$ cat src/rtl/circuito_jogo_param_pkg.sv
// circuito_jogo_param_pkg: state codes and width helper shared by the memory game.
package circuito_jogo_param_pkg;
  typedef enum logic [3:0] {
    INICIAL        = 4'h0,
    PREPARACAO     = 4'h1,
    ESPERA_JOGADA  = 4'h2,
    REGISTRA       = 4'h3,
    COMPARA        = 4'h4,
    PROXIMA_JOGADA = 4'h5,
    PROXIMA_RODADA = 4'h6,
    FIM_ACERTOU    = 4'hA,
    FIM_ERROU      = 4'hE,
    FIM_TIMEOUT    = 4'hD
  } estado_t;
  function automatic int clog2w(input int n);
    int w;
    w = 1;
    while ((1 << w) < n) w++;
    return w;
  endfunction
endpackage

$ cat src/rtl/rom_jogadas_param.sv
// rom_jogadas_param: fixed play sequence, address a holds one-hot bit (a mod N_CHAVES).
module rom_jogadas_param
  import circuito_jogo_param_pkg::*;
#(
  parameter int N_CHAVES  = 4,
  parameter int N_JOGADAS = 16
) (
  input  logic [clog2w(N_JOGADAS)-1:0] endereco,
  output logic [N_CHAVES-1:0]          dado
);
  assign dado = N_CHAVES'(1) << (endereco % N_CHAVES);
endmodule

$ cat src/rtl/circuito_jogo_param.sv
// circuito_jogo_param: sequence-memory game FSM with per-play timeout and debug taps.
module circuito_jogo_param
  import circuito_jogo_param_pkg::*;
#(
  parameter int N_CHAVES       = 4,
  parameter int N_JOGADAS      = 16,
  parameter int TIMEOUT_CICLOS = 3000
) (
  input  logic                clock,
  input  logic                reset,
  input  logic                iniciar,
  input  logic [N_CHAVES-1:0] chaves,
  output logic [N_CHAVES-1:0] leds,
  output logic                ganhou,
  output logic                perdeu,
  output logic                pronto,
  output logic [3:0]          db_estado,
  output logic [3:0]          db_rodada,
  output logic [3:0]          db_contagem,
  output logic [N_CHAVES-1:0] db_memoria,
  output logic                db_igual,
  output logic                db_timeout,
  output logic                db_tem_jogada
);
  localparam int W  = clog2w(N_JOGADAS);
  localparam int TW = clog2w(TIMEOUT_CICLOS);
  estado_t             estado_q, estado_d;
  logic [W-1:0]        rodada_q, rodada_d, contagem_q, contagem_d;
  logic [TW-1:0]       tmr_q, tmr_d;
  logic [N_CHAVES-1:0] jogada_q, jogada_d, memoria;
  logic                hist_q, jogada_feita, timeout, igual;

  rom_jogadas_param #(.N_CHAVES(N_CHAVES), .N_JOGADAS(N_JOGADAS)) u_rom (
    .endereco(contagem_q),
    .dado    (memoria)
  );

  // a play is the idle-to-pressed transition, so held keys count once
  assign jogada_feita = (|chaves) & ~hist_q;
  assign timeout      = (estado_q == ESPERA_JOGADA) && (tmr_q == TW'(TIMEOUT_CICLOS - 1));
  assign igual        = jogada_q == memoria;

  always_ff @(posedge clock or negedge reset)
    if (!reset) begin
      estado_q   <= INICIAL;
      rodada_q   <= '0;
      contagem_q <= '0;
      tmr_q      <= '0;
      jogada_q   <= '0;
      hist_q     <= 1'b0;
    end else begin
      estado_q   <= estado_d;
      rodada_q   <= rodada_d;
      contagem_q <= contagem_d;
      tmr_q      <= tmr_d;
      jogada_q   <= jogada_d;
      hist_q     <= |chaves;
    end

  always_comb begin
    estado_d   = estado_q;
    rodada_d   = rodada_q;
    contagem_d = contagem_q;
    jogada_d   = jogada_q;
    tmr_d      = (estado_q == ESPERA_JOGADA) ? tmr_q + 1'b1 : '0;
    case (estado_q)
      INICIAL:        if (iniciar) estado_d = PREPARACAO;
      PREPARACAO: begin
        rodada_d   = '0;
        contagem_d = '0;
        jogada_d   = '0;
        estado_d   = ESPERA_JOGADA;
      end
      ESPERA_JOGADA:  estado_d = jogada_feita ? REGISTRA : timeout ? FIM_TIMEOUT : ESPERA_JOGADA;
      REGISTRA: begin
        jogada_d = chaves;
        estado_d = COMPARA;
      end
      COMPARA:        estado_d = !igual ? FIM_ERROU
                               : (contagem_q < rodada_q) ? PROXIMA_JOGADA
                               : (rodada_q == W'(N_JOGADAS - 1)) ? FIM_ACERTOU : PROXIMA_RODADA;
      PROXIMA_JOGADA: begin
        contagem_d = contagem_q + 1'b1;
        estado_d   = ESPERA_JOGADA;
      end
      PROXIMA_RODADA: begin
        rodada_d   = rodada_q + 1'b1;
        contagem_d = '0;
        estado_d   = ESPERA_JOGADA;
      end
      default:        if (iniciar) estado_d = PREPARACAO;
    endcase
  end

  assign leds          = jogada_q;
  assign ganhou        = estado_q == FIM_ACERTOU;
  assign perdeu        = (estado_q == FIM_ERROU) || (estado_q == FIM_TIMEOUT);
  assign pronto        = ganhou | perdeu;
  assign db_estado     = estado_q;
  assign db_rodada     = 4'(rodada_q);
  assign db_contagem   = 4'(contagem_q);
  assign db_memoria    = memoria;
  assign db_igual      = igual;
  assign db_timeout    = estado_q == FIM_TIMEOUT;
  assign db_tem_jogada = jogada_feita;
endmodule

$ cat config.mk
export PLATFORM = sky130hd
export DESIGN_NAME = circuito_jogo_param
export DESIGN_NICKNAME = d
export VERILOG_FILES = /design/src/rtl/circuito_jogo_param_pkg.sv /design/src/rtl/rom_jogadas_param.sv /design/src/rtl/circuito_jogo_param.sv
export SDC_FILE = /design/constraint.sdc
export NUM_CORES = 1
export LEC_CHECK = 0
export ABC_CLOCK_PERIOD_IN_PS = 2000
export CAP_MARGIN = 10
export CORE_ASPECT_RATIO = 0.75
export CORE_UTILIZATION = 45
export DETAILED_ROUTE_END_ITERATION = 6
export PLACE_DENSITY = 0.7
export SYNTH_ARGS = -nofsm -noshare
export SYNTH_HDL_FRONTEND = slang
export SYNTH_HIERARCHICAL = 1
export SYNTH_SLANG_ARGS = --single-unit
$ cat constraint.sdc
create_clock -name clock -period 2 [get_ports clock]
set_input_delay 0.3 -clock clock [delete_from_list [all_inputs] [get_ports clock]]
set_output_delay 0.3 -clock clock [all_outputs]
set_load 0.05 [all_outputs]
==> parameters.txt <==
Parameter                              Value

Synth
  Avg Cell Area, Syn    around 9.2 um^2
  Number of nets in the synthesized netlist    about 210
  Yosys warning count    6
  Summed instance area of the synthesized netlist    approximately 1800 um^2
  Share of synthesized registers carrying an async set or reset    1.00
  Most used flip-flop cell after synthesis    sky130_fd_sc_hd__dfrtp_1
  Number of synthesized flops with an enable pin    0
  Number of standard cells after synthesis    195
  Post-synthesis sequential element count    29
  Part of the Yosys area used for sequential elements    0.406
  Number of unique standard cell types used by synthesis    46

Global route
  Antenna violations before repair    0
  Total track usage    0.243
  Residual overflow from global routing    0
  Number of global-route vias before repair    1585
  First-pass GRT wire length    about 7.7 mm
  Largest net degree at the start of global routing    30

Place
  Final RePlAce weighted congestion    roughly 0.87
  Port-buffer cells    32
  Detail Placement HPWL    roughly 3.4 mm

STA
  Final setup viols    1
  Hold slack    between 400 and 500 ps
  Min cycle time layout    slightly above 2000 ps
  Worst relative slew slack    0.662
  Number of slew-limit violations in the final report    0
  Accumulated negative setup slack    -40.0 ps
  Final clock skew    6.81 ps
  Highest attainable clock frequency    just under 500 MHz
  Worst Tran Pin Value    between 500 and 600 ps
  Share of the clock period used by the worst path    1.02
  Final WS setup    -40.0 ps
  Setup repair after global routing missed its margin    true
  Final hold violation count    0

Run status
  Status    finished, violations left
  Violated checks    setup timing

Clock network
  Reg clk slew, reported paths    around 60 ps
  CTS H-Tree Depth    2
  Number of buffers on the longest clock path    2
  TritonCTS Buffers    5
  Quantity of hold-fixing buffers added after cts    0
  CTS Root Buffer Type    sky130_fd_sc_hd__clkbuf_8
  Clock tree from TritonCTS    done
  Clock latency at the later pin of the worst-skew pair    290 ps
  Clock Sink Count    29

Detailed routing
  Via count normalized by instance count    5.64
  First-pass DRT Iterations    5
  DRC violation total after the first TritonRoute iteration    around 110
  Post-route antenna net violation count    0
  Count of unresolved DRC violations after routing    0
  Detail-routed net length per standard cell    between 15 and 20 um
  Wire length after detailed routing    ~4.5 mm
  Routed via count    1674

Pwr
  Worst vdd ir    roughly 0.89 mV
  Static leakage    roughly 0.0011 uW
  P per Cell Area    approximately 1600 nW/um^2

Worst hold path
  Class of the most critical hold timing path    input pin to asynchronous set/reset pin

Floorplan
  Num rows    19
  Horiz. Die Dim    74.8 um
  I/O pin count    33
  Effective utilization at floorplan    0.479
  Full die area    roughly 4200 um^2
  Placeable core region    ~3700 um^2
  Vertical extent of the die    around 57 um

Critical path
  Maximum net fanout on the critical path    4
  Delay contributed by the slowest stage of the critical path    ~510 ps
  Crit path required time    1700 ps
  Slowest CP cell    sky130_fd_sc_hd__dfrtp_4
  Critical path startpoint category    flip-flop
  Cells along the critical path    buf_6 > nor2_4 > xor2_2 > nor4_4 > buf_4 > buf_12
  Class of the most critical setup path    flip-flop to primary output
  Type of destination of the critical path    primary output
  Arrival time reported for the critical path endpoint    roughly 1700 ps

Finish
  Area grow syn2layout    42.4%
  Antenna diodes    0
  Final Util    0.683
  Layout Nets    roughly 260
  Leading cell type in the layout, fill and taps excluded    sky130_fd_sc_hd__dfrtp_1
  Share of final-layout standard cells stronger than drive strength 1    0.253
  Most used cells in the layout excluding fill and tap cells    sky130_fd_sc_hd__dfrtp_1, sky130_fd_sc_hd__buf_4, sky130_fd_sc_hd__nand2_1, sky130_fd_sc_hd__clkdlybuf4s50_1, sky130_fd_sc_hd__nor2_1

Run
  Number of violations of the max-capacitance limit    0
power breakdown:
part | switching [uW] | internal [uW]
sequential | 209 | 719
clock | 219 | 272
combinational | 1470 | 1080
total | 1900 | 2070
worst max-delay path: cells and delay by family, from the launching register on:
| kind | cells | cell delay (ps) |
|---|---|---|
| flops | 1 | 510 |
| buf+inv | 3 | 420 |
| simple gates | 2 | 410 |
| xor+xnor | 1 | 110 |
per-layer routing:
metal / up-vias / track usage / wire length (um) / share of wire
met1: 805 / 0.362 / 2120 / 0.47
li1: 805 / - / - / -
met5: - / 0 / 0 / 0
met2: 54 / 0.335 / 2100 / 0.46
met3: 10 / 0.0700 / 238 / 0.053
met4: 0 / 0.0782 / 74 / 0.016
cell type report:
type | instances | area (um^2)
fillers | 294 | 1180
multi-input cells | 150 | 1080
flip-flops and latches | 29 | 733
repair buffers | 51 | 548
clock buffers | 7 | 86.3
well taps | 52 | 65.1
inverters | 8 | 33.8
cell families after synthesis:
kind of cell	synth area share
mux	0.00629
xor+xnor	0.0587
buf+inv	0.0364
simple gates	0.263
compound gates	0.188
fa+ha+maj	0.0420
flops	0.406
worst paths after layout:
path / from / end / slack (ps) / cells past startpoint
setup / recovery: db_contagem[0] / db_igual / -40 / 6
hold / removal: reset / tmr_q[7] / 410 / 2
setup reg to reg: db_contagem[1] / db_estado[3] / 70 / 5
hold reg to reg: tmr_q[0] / tmr_q[0] / 490 / 1
max in group asynchronous: reset / db_contagem[0] / 1290 / 2
min in group clock: tmr_q[0] / tmr_q[0] / 490 / 1
through the flow:
step                      total power (uW)  cell area [um^2]  cells  setup WS, ps
after floorplan                       2480              1870    195          -465
after CTS                             3920              2530    296         -43.3
after global placement                3230              2360    281           139
after global routing                  4200              2550    297          -150
final                                 3970              2550    297         -40.0
after detailed placement              3300              2360    281          91.0
synthesized netlist by cell type (all sizes together) (2+ instances only):
library cell,number,area share
nand3,6,0.017
xor2,8,0.039
nand2,18,0.038
o31ai,2,0.0084
nor4,4,0.022
nand4,5,0.017
buf,4,0.011
dfrtp,29,0.41
or3,3,0.010
nor3,6,0.017
o21a,3,0.013
and4,2,0.0098
and2,2,0.0077
nor2,19,0.040
a21o,3,0.013
and3,2,0.0070
inv,7,0.015
nand2b,6,0.025
nor4b,5,0.028
xnor2,4,0.020
a22o,5,0.024
nor2b,3,0.010
o21ai,12,0.034
clkbuf,4,0.0084
ha,6,0.042
a21oi,10,0.028
o211ai,2,0.0084
o22a,3,0.015
flip-flops by register name, summed over array words and instances, names as in the netlist:
register / count
hist_q: 1
leds: 4
db_contagem: 4
tmr_q: 12
db_estado: 4
db_rodada: 4
timing repair:
action,4_1_cts,5_1_grt
resized for setup,4,2
setup buffers,8,1
setup endpoints to repair,2,5
pin swaps,2,2
(Power assumes the default switching activity.)
